`src/rtl/btb_file.sv`:
```
// Storage array for a 2-way, 8-set branch target buffer.
// Serves an IF lookup port with same-cycle write forwarding and an EX update port, and
// sequences an invalidate-all flush that clears one set per cycle.
module btb_file #(
  parameter int unsigned NUM_SETS = 8,
  parameter int unsigned INDEX_W  = 3,
  parameter int unsigned SET_W    = 128
) (
  input  logic                i_clk,
  input  logic                i_rst,
  input  logic [INDEX_W-1:0]  i_read_index,
  output logic [SET_W-1:0]    o_read_set,
  input  logic [INDEX_W-1:0]  i_update_index,
  output logic [SET_W-1:0]    o_update_set,
  output logic [NUM_SETS-1:0] o_lru,
  input  logic                i_write_en,
  input  logic [SET_W-1:0]    i_write_set,
  input  logic                i_next_lru_write,
  input  logic                i_flush,
  output logic                o_busy
);

  typedef enum logic [0:0] {StIdle, StFlush} state_e;

  state_e             r_state;
  state_e             w_state_next;
  logic [INDEX_W-1:0] r_fcnt;
  logic [INDEX_W-1:0] w_fcnt_next;

  logic [SET_W-1:0]    r_sets [NUM_SETS];
  logic [NUM_SETS-1:0] r_lru;

  logic w_busy;
  logic w_do_write;
  logic w_fwd;

  assign w_busy     = (r_state == StFlush);
  // A flush request in the same idle cycle takes priority over the write.
  assign w_do_write = !w_busy && i_write_en && !i_flush;
  assign w_fwd      = !w_busy && i_write_en && (i_read_index == i_update_index);

  // FSM state and flush counter registers.
  always_ff @(posedge i_clk) begin
    if (i_rst) begin
      r_state <= StIdle;
      r_fcnt  <= '0;
    end else begin
      r_state <= w_state_next;
      r_fcnt  <= w_fcnt_next;
    end
  end

  // Next-state logic: a flush walks every set once; a new request restarts the walk at set 0.
  always_comb begin
    w_state_next = r_state;
    w_fcnt_next  = r_fcnt;
    unique case (r_state)
      StIdle: begin
        if (i_flush) begin
          w_state_next = StFlush;
          w_fcnt_next  = '0;
        end
      end
      StFlush: begin
        if (i_flush) begin
          w_fcnt_next = '0;
        end else begin
          w_fcnt_next = r_fcnt + 1'b1;
          if (r_fcnt == INDEX_W'(NUM_SETS - 1)) begin
            w_state_next = StIdle;
          end
        end
      end
      default: begin
        w_state_next = StIdle;
        w_fcnt_next  = '0;
      end
    endcase
  end

  // Set array and LRU storage: commit writes when idle, clear valid bits and LRU while flushing.
  always_ff @(posedge i_clk) begin
    if (i_rst) begin
      for (int i = 0; i < NUM_SETS; i++) begin
        r_sets[i] <= '0;
      end
      r_lru <= '0;
    end else if (w_do_write) begin
      r_sets[i_update_index] <= i_write_set;
      r_lru[i_update_index]  <= i_next_lru_write;
    end else if (w_busy) begin
      // Only the two valid bits go; tag/target/state are left as they were.
      r_sets[r_fcnt][SET_W-1]   <= 1'b0;
      r_sets[r_fcnt][SET_W/2-1] <= 1'b0;
      r_lru[r_fcnt]             <= 1'b0;
    end
  end

  // Combinational read ports; the update port is never forwarded to avoid a loop through the merge.
  always_comb begin
    o_read_set   = '0;
    o_update_set = '0;
    if (!w_busy) begin
      o_update_set = r_sets[i_update_index];
      o_read_set   = w_fwd ? i_write_set : r_sets[i_read_index];
    end
  end

  assign o_lru  = r_lru;
  assign o_busy = w_busy;

endmodule
```
`config.mk`:
```
export PLATFORM = sky130hd
export DESIGN_NAME = btb_file
export DESIGN_NICKNAME = d
export VERILOG_FILES = /design/src/rtl/btb_file.sv
export SDC_FILE = /design/constraint.sdc
export NUM_CORES = 2
export LEC_CHECK = 0
export CORE_MARGIN = 1
export CORE_UTILIZATION = 64
export DETAILED_ROUTE_END_ITERATION = 6
export DONT_BUFFER_PORTS = 1
export PLACE_DENSITY_LB_ADDON = 0.2
export REMOVE_ABC_BUFFERS = 1
export SLEW_MARGIN = 20
export SYNTH_ARGS = -nofsm -noshare
export SYNTH_HDL_FRONTEND = slang
export SYNTH_SLANG_ARGS = --single-unit
```
`constraint.sdc`:
```
create_clock -name i_clk -period 5.33 [get_ports i_clk]
set_input_delay 0.2665 -clock i_clk [delete_from_list [all_inputs] [get_ports i_clk]]
set_output_delay 0.2665 -clock i_clk [all_outputs]
set_load 0.05 [all_outputs]
```
==> flow_summary.toml <==
[run_status]
status = "finished, violations left"
violations = "DRC, slew limit"

[cells_and_area]
fin_util_pct = 73.1
layout-drive-gt1-share_pct = 15.0
area_delta_synth_final_pct = 12.6
finalNetCount = 4438

[floorplanning]
fp.dieW_um = 286
die-area_um2 = 81500
rows = 103
io_pins = 404
die_y_um = 286
design.core.area_um2 = 79300
start_util_pct = 64.9

[synthesis]
yosysMostFrequentCell = "nor2_1"
ys_ff_latch = 1036
synth.top_cells.by_count = "nor2_1 (1,164), edfxtp_1 (1,024), a22oi_1 (517)"
synth_top_area_share_pct = 59.8
netlist_area_um2 = 51500
netlist_top_cells_area = "edfxtp_1 (60%), nor2_1 (8.5%), a22oi_1 (7.5%)"
ys_warn_count = 0
avgSynthCellArea_um2 = 12.1
synth-edff-count = 1024
async_flop_share_pct = 0
ys_types = 45
synth_ff_type = "edfxtp_1"
synth-seq-area-share_pct = 60.2
synth_top_cell_by_area = "edfxtp_1"
syn_inst = 4245

[routing]
routed_wl_um = 177000
vias = 41400
drt.antenna.violating_nets = 0
firstDrtPassIters = 7
drt-initial-drc-count = 7079
detail_route.vias_per_cell = 7.63
drcViolationCount = 7
wl_per_cell_um = 32.6

[sta]
finalWorstPathRequiredPeriod_ns = 4.42
setup-tns-final_ns = 0
finalClockSkew_ns = 0.0236
tightest_slew_ns = 2.94
hold_violations = 0
finalMaxSlewViolations = 243
slew_headroom_pct = -96.0
period_share_pct = 83.0
rsz0062_at_grt = "false"
setup-violations-final = 0
fmax_ghz = 0.226

[grt]
grtUsageTotal_pct = 42.4
grt_overflow = 0
grt_pass1_vias = 41000
antenna_found_initial = 2
grt_pass1_wl_um = 256000
grt_max_degree = 385

[cts]
cts_root_buffer = "clkbuf_16"
cts_htree_levels = 3
cts_sinks = 1036
cts_buffers = 102
cts_buffer_depth = 3
clk_pin_slew_ns = 0.06
cts_tree = "built"
insertion_delay_ns = 0.68
postCtsSetupBuffers = 0

[power]
switching_power_mw = 5.26
power_frac_clock_pct = 37.2
vdd_drop_max_mv = 0.278
pwr-share-comb_pct = 14.0
leakage_nw = 20.1
power_mw = 19.4
power_density_nw_per_um2 = 334
p_sw_share_pct = 27.2
seq_power_share_pct = 48.8
internal-power_mw = 14.1

[setup_path]
max_stage_delay_ns = 1.49
cp-start-kind = "input port"
slowest_stage = "mux4_2"
critPathKind = "input port to output port"
crit_required_ns = 5.06
ff2ff_path_depth = 6
critical_path.cell_chain = "mux4_2 -> a211oi_1 -> nor3_2"
ff2ff_setup_slack_ns = 1.26
crit_path_max_fanout = 384
r2r_start = "o_busy"
r2r_end = "r_sets[2][39]"
setup.worst_path.end_class = "output port"
critPathArrivalTime_ns = 4.16

[worst_hold_path]
min_path_type = "input port to flop"
whs_path_depth = 2
hold_path_end = "r_sets[1][62]"
min_from = "i_write_set[62]"

[run]
drv_cap = 0

[placed_design]
place_congestion = 0.862
post-dp-hpwl_um = 90500
port_buffers = 0
-- metrics by stage --
stage               hold slack (ns)  std cells  cell area, um^2  setup WS (ns)
finish                       0.0182       5430            57900          0.906
global route                 0.0124       5429            57900           1.29
CTS                        0.000631       5429            57900           1.40
detailed placement            0.340       5153            53700           1.43
global placement              0.338       5153            53700           1.48
floorplan                     0.336       3832            49400         -11.78
-- layer usage --
metal  up-vias  global-route usage (%)  wire length, um
met5         -                       0               11
met4         2                    24.4            10900
met3       800                    10.1            28400
met2      4216                    65.5            80900
met1     20000                    55.5            57100
li1      16400                       -                -
-- final cells by class --
cell class                      instances  area, um^2
Tap cell                             1050        1310
Multi-Input combinational cell       2790       19000
Clock buffer                          123        2720
Timing Repair Buffer                  361        3360
Clock inverter                         63         546
Fill cell                            5185       21300
Sequential cell                      1036       31000
Inverter                                6        22.5
Antenna cell                            1        2.50
-- worst max-delay path, delay by kind of cell --
| family | cells | cell delay, ns |
|---|---|---|
| mux | 1 | 1.49 |
| simple gates | 1 | 0.31 |
| compound gates | 1 | 0.71 |
-- cell usage in the layout, fill, tap and decap left out, types with 17 or more instances in the layout --
| cell | count |
|---|---|
| mux2i_1 | 259 |
| mux4_2 | 129 |
| a22oi_1 | 517 |
| dlygate4sd3_1 | 90 |
| clkinv_1 | 25 |
| clkbuf_16 | 106 |
| a211oi_1 | 127 |
| nor3_1 | 61 |
| buf_12 | 34 |
| nor2_1 | 1164 |
| nor3_2 | 69 |
| buf_4 | 236 |
| a41oi_1 | 119 |
| edfxtp_1 | 1024 |
| o22ai_1 | 132 |
| clkbuf_1 | 17 |
| clkinv_2 | 20 |
| nand2_1 | 132 |
-- sequential cells by signal, summed over array words and instances (netlist names) --
| register | flops |
|---|---|
| o_busy | 1 |
| o_lru | 8 |
| r_fcnt | 3 |
| r_sets | 1024 |
-- cells by family after synthesis --
group                      Yosys count  synth area share (%)
and+or+nand+nor                   1471                  11.4
DFF                               1036                  60.2
adders and majority gates            2                0.0486
muxes                              388                  10.7
AOI/OAI and AO/OA                  925                  13.5
buffers and inverters              419                  4.06
xor gates and xnor gates             4                0.0681
-- repair_timing --
action	4_1_cts	5_1_grt
endpoints found under the hold margin	507	0
hold buffers	90	0
gates resized for setup	0	0
-- power groups by stage --
stage               clock network, mW  logic, mW  registers (mW)
floorplan                           0       1.69            9.62
global placement                    0       2.52            9.59
detailed placement                  0       2.54            9.60
CTS                              7.16       2.61            9.44
global route                     7.47       2.73            9.47
finish                           7.20       2.70            9.45
-- worst max path at each step --
| stage | slack [ns] | end | from | depth (start not counted) |
|---|---|---|---|---|
| 3_5_place_dp | 1.43 | r_sets[2][37] | o_busy | 6 |
| 5_1_grt | 1.29 | r_sets[2][19] | o_busy | 6 |
| 4_1_cts | 1.40 | o_read_set[41] | o_busy | 5 |
| 3_3_place_gp | 1.48 | r_sets[2][83] | o_busy | 6 |
| 6_report | 0.91 | o_read_set[17] | i_read_index[1] | 3 |
| 2_1_floorplan | -11.78 | r_sets[0][0] | o_busy | 4 |
No activity file was read; power rests on OpenSTA's default activity.
